## config.mk

```make
export PLATFORM = sky130hd
export DESIGN_NAME = mul_seq_ctrl_flat
export DESIGN_NICKNAME = d
export VERILOG_FILES = /design/src/rtl/mul_seq_ctrl_if.sv /design/src/rtl/mul_seq_ctrl.sv /design/src/flat_wrapper.sv
export SDC_FILE = /design/constraint.sdc
export NUM_CORES = 1
export LEC_CHECK = 0
export CAP_MARGIN = 25
export CELL_PAD_IN_SITES_DETAIL_PLACEMENT = 2
export CELL_PAD_IN_SITES_GLOBAL_PLACEMENT = 2
export CORE_MARGIN = 1
export CORE_UTILIZATION = 39
export CTS_CLUSTER_SIZE = 10
export DETAILED_ROUTE_END_ITERATION = 10
export DONT_BUFFER_PORTS = 1
export HOLD_SLACK_MARGIN = 0.05
export PLACE_DENSITY = 0.76
export SETUP_SLACK_MARGIN = 0.4
export SLEW_MARGIN = 10
export SYNTH_ARGS = -nofsm -noshare
export SYNTH_HDL_FRONTEND = slang
export SYNTH_SLANG_ARGS = --single-unit
```

## constraint.sdc

```tcl
create_clock -name CLK -period 3.8 [get_ports CLK]
set_clock_uncertainty 0.1 [all_clocks]
set_input_delay 0.38 -clock CLK [delete_from_list [all_inputs] [get_ports CLK]]
set_output_delay 0.38 -clock CLK [all_outputs]
set_load 0.02 [all_outputs]
```

## src/rtl/mul_seq_ctrl_if.sv

```systemverilog
// mul_seq_ctrl_if -- bundle between the EX stage and the sequential
// multiplier controller.
//   Start  : EX-stage instruction is MUL, held while it sits stalled
//   Flush  : pipeline flush, aborts any operation
//   SrcA   : multiplicand
//   SrcB   : multiplier
//   Stall  : freezes PC, IF/ID, ID/EX and bubbles EX/MEM
//   Busy   : multiplier is iterating
//   Done   : one-cycle pulse, Result valid
//   Result : low WIDTH bits of SrcA*SrcB
// master = pipeline side, slave = multiplier side.
interface mul_seq_ctrl_if #(
  parameter int WIDTH = 32
);
  logic             Start;
  logic             Flush;
  logic [WIDTH-1:0] SrcA;
  logic [WIDTH-1:0] SrcB;
  logic             Stall;
  logic             Busy;
  logic             Done;
  logic [WIDTH-1:0] Result;

  modport master (
    output Start, Flush, SrcA, SrcB,
    input  Stall, Busy, Done, Result
  );

  modport slave (
    input  Start, Flush, SrcA, SrcB,
    output Stall, Busy, Done, Result
  );
endinterface

```

## src/rtl/mul_seq_ctrl.sv

```systemverilog
// mul_seq_ctrl -- shift-and-add multiplier that stalls the pipeline while a
// MUL instruction is in EX. Produces the low WIDTH bits of SrcA*SrcB, which
// are identical for signed and unsigned operands.
// Ports:
//   CLK  : clock, rising edge
//   RST  : asynchronous active-low reset
//   bus  : mul_seq_ctrl_if.slave (Start/Flush/SrcA/SrcB in,
//          Stall/Busy/Done/Result out)
// Build option:
//   MUL_EARLY_EXIT_EN : when defined, RUN ends as soon as the remaining
//                       multiplier bits are all zero (result unchanged).
module mul_seq_ctrl #(
  parameter int WIDTH = 32
) (
  input  logic          CLK,
  input  logic          RST,
  mul_seq_ctrl_if.slave bus
);

  localparam int CW = $clog2(WIDTH) + 1;
  localparam logic [CW-1:0] LAST_CNT = CW'(WIDTH - 1);

  typedef enum logic [1:0] {
    IDLE = 2'b00,
    RUN  = 2'b01,
    DONE = 2'b10
  } state_t;

  state_t           state_r;
  state_t           state_nxt_s;
  logic [WIDTH-1:0] mcand_r;
  logic [WIDTH-1:0] mplier_r;
  logic [WIDTH-1:0] acc_r;
  logic [WIDTH-1:0] result_r;
  logic [CW-1:0]    count_r;
  logic [WIDTH-1:0] acc_sum_s;
  logic             accept_s;
  logic             last_s;

  // Accumulator value after the current RUN step.
  always_comb begin
    if (mplier_r[0]) begin
      acc_sum_s = acc_r + mcand_r;
    end else begin
      acc_sum_s = acc_r;
    end
  end

  // A new MUL is taken only from IDLE, and Flush wins over Start.
  always_comb begin
    accept_s = (state_r == IDLE) && bus.Start && !bus.Flush;
  end

  // Final RUN step detection.
`ifdef MUL_EARLY_EXIT_EN
  always_comb begin
    last_s = ((mplier_r >> 1) == {WIDTH{1'b0}}) || (count_r == LAST_CNT);
  end
`else
  always_comb begin
    last_s = (count_r == LAST_CNT);
  end
`endif

  // FSM state register.
  always_ff @(posedge CLK or negedge RST) begin
    if (!RST) begin
      state_r <= IDLE;
    end else begin
      state_r <= state_nxt_s;
    end
  end

  // FSM next-state logic.
  always_comb begin
    state_nxt_s = state_r;
    if (bus.Flush) begin
      state_nxt_s = IDLE;
    end else begin
      case (state_r)
        IDLE: begin
          if (bus.Start) begin
            state_nxt_s = RUN;
          end else begin
            state_nxt_s = IDLE;
          end
        end
        RUN: begin
          if (last_s) begin
            state_nxt_s = DONE;
          end else begin
            state_nxt_s = RUN;
          end
        end
        DONE:    state_nxt_s = IDLE;
        default: state_nxt_s = IDLE;
      endcase
    end
  end

  // Operand load, shift-and-add iteration and result capture.
  always_ff @(posedge CLK or negedge RST) begin
    if (!RST) begin
      mcand_r  <= {WIDTH{1'b0}};
      mplier_r <= {WIDTH{1'b0}};
      acc_r    <= {WIDTH{1'b0}};
      count_r  <= {CW{1'b0}};
      result_r <= {WIDTH{1'b0}};
    end else begin
      case (state_r)
        IDLE: begin
          if (accept_s) begin
            mcand_r  <= bus.SrcA;
            mplier_r <= bus.SrcB;
            acc_r    <= {WIDTH{1'b0}};
            count_r  <= {CW{1'b0}};
          end
        end
        RUN: begin
          acc_r    <= acc_sum_s;
          mcand_r  <= mcand_r << 1;
          mplier_r <= mplier_r >> 1;
          count_r  <= count_r + {{(CW-1){1'b0}}, 1'b1};
          // Capture on entry to DONE so Result is valid together with Done.
          // A flush on this edge leaves the previous Result intact.
          if (last_s && !bus.Flush) begin
            result_r <= acc_sum_s;
          end
        end
        DONE: begin
          result_r <= acc_r;
        end
        default: begin
          result_r <= result_r;
        end
      endcase
    end
  end

  // FSM outputs. Stall includes the accept cycle so the MUL holds in EX
  // from the cycle it is first seen; RST gating keeps Stall low in reset
  // even while Start is high.
  always_comb begin
    bus.Stall  = RST && (accept_s || (state_r == RUN));
    bus.Busy   = (state_r == RUN);
    bus.Done   = (state_r == DONE) && !bus.Flush;
    bus.Result = result_r;
  end

endmodule

```

## src/flat_wrapper.sv

```systemverilog
// flat-port wrapper written by rule: the top's interface ports become plain ports
module mul_seq_ctrl_flat 
#(
  parameter int WIDTH = 32
)
  (CLK, RST, bus_Start, bus_Flush, bus_SrcA, bus_SrcB, bus_Stall, bus_Busy, bus_Done, bus_Result);
  mul_seq_ctrl_if #(.WIDTH(WIDTH)) bus_i ();
  input  logic CLK;
  input  logic RST;
  input wire logic [$bits(bus_i.Start)-1:0] bus_Start;
  input wire logic [$bits(bus_i.Flush)-1:0] bus_Flush;
  input wire logic [$bits(bus_i.SrcA)-1:0] bus_SrcA;
  input wire logic [$bits(bus_i.SrcB)-1:0] bus_SrcB;
  output wire logic [$bits(bus_i.Stall)-1:0] bus_Stall;
  output wire logic [$bits(bus_i.Busy)-1:0] bus_Busy;
  output wire logic [$bits(bus_i.Done)-1:0] bus_Done;
  output wire logic [$bits(bus_i.Result)-1:0] bus_Result;
  assign bus_i.Start = bus_Start;
  assign bus_i.Flush = bus_Flush;
  assign bus_i.SrcA = bus_SrcA;
  assign bus_i.SrcB = bus_SrcB;
  assign bus_Stall = bus_i.Stall;
  assign bus_Busy = bus_i.Busy;
  assign bus_Done = bus_i.Done;
  assign bus_Result = bus_i.Result;
  mul_seq_ctrl #(.WIDTH(WIDTH)) u_core (.CLK(CLK), .RST(RST), .bus(bus_i));
endmodule
```

After elaboration in Yosys (flattened, before gate mapping)
Cells that the tools add are included.

word-level totals
  register bits after elaboration = 136
  bits of input ports = 68
  output and inout port bits = 35
  word-level logic and storage cells = 40

cells by class
  add/sub/neg operators = 2
  equal/unequal tests = 5
  mux-type cells = 15
  reduce and logical (&&, ||, !) cells = 12

operators with widths
  operator                                              count
  one-hot mux 32 bit (2 select lines)                   4
  2-to-1 mux 32 bit                                     5
  adder 32 bit                                          1
  one-hot mux 6 bit (2 select lines)                    1
  adder 6 x 1 -> 6 bit (second input constant)          1
  equality test 6 x 5 -> 1 bit (second input constant)  1
  2-to-1 mux 6 bit                                      1
  logical AND 1 bit                                     5
  2-to-1 mux 2 bit                                      2
  != test 2 x 1 -> 1 bit (second input constant)        2
  one-hot mux 2 bit (2 select lines)                    1
  AND reduction 2 bit                                   2
  nonzero test 2 bit                                    2
  equality test 2 x 1 -> 1 bit (second input constant)  1
  equality test 2 bit (second input constant)           1
  logical NOT 2 bit                                     1
  logical NOT 1 bit                                     1
  logical OR 1 bit                                      1
  2-to-1 mux 1 bit                                      1

Logic depth before layout (Yosys ltp)
  depth in word-level cells = 5
  depth in mapped cells = 11
  depth with buffers taken out = 11

Least setup slack after synthesis
No wires, ideal clock.

  kind = reg2reg
  start point = register u_core.acc_r[0]
  end point = register u_core.result_r[30], in the netlist u_core.bus.Result[30]
  setup time = 130 ps
  arrival = 2472 ps
  required time = 3570 ps
  slack = 1098 ps
  cell stages (with the launch flop) = 12
  path buffers = 0
  clock period less this slack = 2702 ps
  cells stage by stage = dfrtp_1 -> ha_1 -> fa_1 -> a21o_1 -> a31o_2 -> a211oi_2 -> nor2_1 -> a31oi_1 -> o21ai_1 -> a41oi_1 -> xor2_1 -> o21ai_0

between the ends
  cells in the longest elaborated chain, start to end = 4

ends and longest elaborated chain
  item                                 RTL line             text
  from (decl)                          mul_seq_ctrl.sv:33   logic [WIDTH-1:0] acc_r;
  from (signal assigned)               mul_seq_ctrl.sv:106  acc_r <= {WIDTH{1'b0}};
  from (signal assigned)               mul_seq_ctrl.sv:115  acc_r <= {WIDTH{1'b0}};
  from (signal assigned)               mul_seq_ctrl.sv:120  acc_r <= acc_sum_s;
  adder 32 bit                         mul_seq_ctrl.sv:43   acc_sum_s = acc_r + mcand_r;
  2-to-1 mux 32 bit                    mul_seq_ctrl.sv:42   if (mplier_r[0]) begin
  2-to-1 mux 32 bit                    mul_seq_ctrl.sv:126  if (last_s && !bus.Flush) begin
  one-hot mux 32 bit (2 select lines)  mul_seq_ctrl.sv:110  case (state_r)
  to (signal assigned)                 mul_seq_ctrl.sv:108  result_r <= {WIDTH{1'b0}};
  to (signal assigned)                 mul_seq_ctrl.sv:127  result_r <= acc_sum_s;
  to (signal assigned)                 mul_seq_ctrl.sv:131  result_r <= acc_r;
  to (decl)                            mul_seq_ctrl.sv:34   logic [WIDTH-1:0] result_r;

Every way passes these cells. The select of a mux whose other input is x is not followed.
A chain may end at the register's enable or synchronous reset.

Worst setup path after layout
  start point = register u_core.acc_r[4]
  end point = register u_core.result_r[23], in the netlist u_core.bus.Result[23]

Same word-level chain as after synthesis.

==> results.sh <==
export IMPL_yosysTopAreaCellShare_pct=48.6
export IMPL_postSynthCellCount=752
export IMPL_cts_sinks=136
export IMPL_register_area_um2=3400
export IMPL_status="complete, but fails checks"
export IMPL_ys_warn_count=0
export IMPL_r2r_end="u_core.bus.Result[23]"
export IMPL_clk_pin_slew_ns=0.06
export IMPL_via_per_inst=6.02
export IMPL_p_leak_nw=3.80
export IMPL_seq_area_frac_synth_pct=48.6
export IMPL_synth_edf_count=0
export IMPL_tns_ns=0
export IMPL_powerDensity_nw_per_um2=813
export IMPL_vias=6243
export IMPL_rows=48
export IMPL_ant_nets=0
export IMPL_die_y_um=136
export IMPL_critPathLaunchType="flop"
export IMPL_crit_end="u_core.bus.Result[23]"
export IMPL_drt_initial_drc_count=316
export IMPL_cts_tree="built"
export IMPL_peakVddDrop_v=0.000481
export IMPL_syn2layout_area_growth_pct=21.8
export IMPL_io_pins=103
export IMPL_cts_setup_buffers=0
export IMPL_ys_top_cells_by_area="dfrtp_1, nor2_1, ha_1"
export IMPL_path_common_cell="a21oi_1"
export IMPL_critical_path_depth=10
export IMPL_dp_final_hpwl_um=15600
export IMPL_n_fill_cell=1830
export IMPL_clk_insertion_delay_late_ns=0.42
export IMPL_grt_pass1_wl_um=38900
export IMPL_relSlewSlack_pct=46.5
export IMPL_dr_pass1_iters=5
export IMPL_worstPathRequired_ns=3.99
export IMPL_place_congestion=0.867
export IMPL_period_minus_slack_ns=3.18
export IMPL_path_max_fanout=7
export IMPL_final_period_utilization_pct=83.8
export IMPL_drv_slew=0
export IMPL_endpoint_kind="flop"
export IMPL_cts_max_path_buffers=2
export IMPL_r2r_start="u_core.acc_r[4]"
export IMPL_post_synth_top_count_cell="nor2_1"
export IMPL_path_class="flop to flop"
export IMPL_antenna_found_initial=1
export IMPL_drc_errors=0
export IMPL_cp_startpoint="u_core.acc_r[4]"
export IMPL_core_region_area_um2=17400
export IMPL_synthesis_area_um2=7000
export IMPL_rsz0062_at_grt="no"
export IMPL_synth_cell_type_count=56
export IMPL_placed_area_um2=7200
export IMPL_finalSetupViolations=0
export IMPL_max_cap_violations=0
export IMPL_ys_top_cells_by_count="nor2_1, dfrtp_1, o22ai_1"
export IMPL_async_reset_ff_share_pct=100
export IMPL_synth_ff_type="dfrtp_1"
export IMPL_die_x_um=136
export IMPL_hold_buffers=62
export IMPL_crit_family="compound AO/OA/AOI/OAI gates"
export IMPL_drt_wl_total_um=24500
export IMPL_rr_worst_depth=10
export IMPL_gr_total_overflow=0
export IMPL_critical_path_max_stage_delay_ns=0.44
export IMPL_final_cell_area_um2=8520
export IMPL_cp_cell_sequence="ha_1 > a21oi_1 > o211ai_1 > a21oi_2 > o21ai_2 > a21o_2 > a21oi_1 > xnor2_1 > a222oi_1 > inv_1"
export IMPL_grt_pass1_vias=6971
export IMPL_num_antenna_cells=0
export IMPL_crit_slowest_cell="ha_1"
export IMPL_cts_buffers=17
export IMPL_wl_per_cell_um=23.6
export IMPL_multiInputGateArea_um2=3400
export IMPL_worst_pin_slew_ns=0.803
export IMPL_violations="negative hold slack"
export IMPL_finalNetCount=900
export IMPL_fmax_ghz=0.314
export IMPL_syn_area_per_cell_um2=9.31
export IMPL_min_path_type="primary input to asynchronous set/reset pin"
export IMPL_reg2reg_slack_ns=0.62
export IMPL_ys_ff_latch=136
export IMPL_htreeDepth=4
export IMPL_dieArea_um2=18500
export IMPL_synth_nets=853
export IMPL_critPathBufInv=1
export IMPL_arrival_ns=3.38
export IMPL_grt_use_total_pct=27.8
export IMPL_port_buffer_count=0
export IMPL_drive_above_1_share_pct=7.51
export IMPL_synth_top_cell_by_area="dfrtp_1"
export IMPL_whs_ns=-0.448
export IMPL_initial_core_util_pct=40.2
export IMPL_hold_violations=136
export IMPL_cts_root_buf="clkbuf_16"
export IMPL_grt_max_degree=138
## report_power, final
part           internal (mW)  total, mW  switching, mW
clock                   1.31       1.96          0.653
combinational           1.14       2.86           1.72
sequential              1.77       2.11          0.340
## state kept, by name (all words and copies together) (netlist names)
name and flops:
u_core.bus.Result 32, u_core.count_r 6, u_core.state_r 2, u_core.mplier_r 32, u_core.acc_r 32, u_core.mcand_r 32
## per-stage QoR
step / hold slack [ns] / setup slack (ns) / std cells / power [mW] / util, %
2_1_floorplan: -0.0156 / 1.10 / 752 / 4.07 / -
3_3_place_gp: -0.00904 / 0.737 / 943 / 4.61 / 41.4
3_5_place_dp: -0.0113 / 0.663 / 943 / 4.82 / 41.4
4_1_cts: -0.465 / 0.565 / 1037 / 6.92 / 48.9
5_1_grt: -0.463 / 0.423 / 1037 / 7.34 / 48.9
6_report: -0.448 / 0.615 / 1037 / 6.93 / 48.9
## cell usage in the layout, fill, tap and decap left out, types with 3 or more instances in the layout
cell | netlist | final
a222oi_1 | 6 | 6
o21ai_2 | 2 | 3
a31oi_1 | 6 | 6
a22o_1 | 16 | 16
and2_1 | 5 | 5
dfrtp_1 | 136 | 136
nand4_1 | 7 | 7
a21oi_1 | 33 | 33
o21ai_0 | 58 | 58
nand2b_1 | 4 | 3
mux2i_1 | 4 | 4
nand2_1 | 55 | 55
nor2_1 | 144 | 142
buf_4 | 0 | 10
dlygate4sd3_1 | 0 | 62
and3_1 | 3 | 3
bufinv_16 | 0 | 6
ha_1 | 32 | 32
a21o_1 | 19 | 19
xor2_1 | 7 | 7
xnor2_1 | 22 | 22
inv_1 | 12 | 12
a22oi_1 | 20 | 20
o22ai_1 | 62 | 62
o211ai_1 | 3 | 3
clkbuf_16 | 0 | 17
clkbuf_8 | 0 | 4
nor2b_1 | 4 | 4
nand3_1 | 8 | 8
## worst min-delay path by stage
stage	startpoint	endpoint	slack, ns	cells after the start
after global placement	RST	u_core.mcand_r[15]	-0.009	0
after global routing	RST	u_core.bus.Result[17]	-0.46	0
after detailed placement	RST	u_core.mcand_r[15]	-0.01	0
after floorplan	RST	u_core.acc_r[0]	-0.02	0
final	RST	u_core.mcand_r[15]	-0.45	0
after CTS	RST	u_core.acc_r[10]	-0.46	0
## area by class of cell
type | instances | share of cell area [%]
Clock inverter | 10 | 2.48
Timing Repair Buffer | 72 | 8.16
Inverter | 13 | 0.573
Multi-Input combinational cell | 559 | 39.9
Clock buffer | 22 | 5.68
Tap cell | 225 | 3.30
Sequential cell | 136 | 39.9
## logic make-up after synthesis
group | count (synthesis) | synth area share, %
adders and majority gates | 33 | 6.01
DFF | 136 | 48.6
and+or+nand+nor | 237 | 14.1
muxes | 4 | 0.572
xor gates and xnor gates | 29 | 3.63
buffers and inverters | 57 | 3.13
AOI/OAI and AO/OA | 256 | 24.0
## routing by layer
metal	GRT usage (%)	share of wire, %	vias to the layer above
met5	0	0.073	-
met4	10.4	2.3	2
met3	5.89	4.2	46
met2	49.2	51	142
met1	33.0	42	3239
li1	-	-	2814
## what timing repair did
action | in CTS | in global routing
setup endpoints to repair | 0 | 1
endpoints found under the hold margin | 198 | 136
resized for setup | 0 | 1
Power figures use the tool's default switching activity.
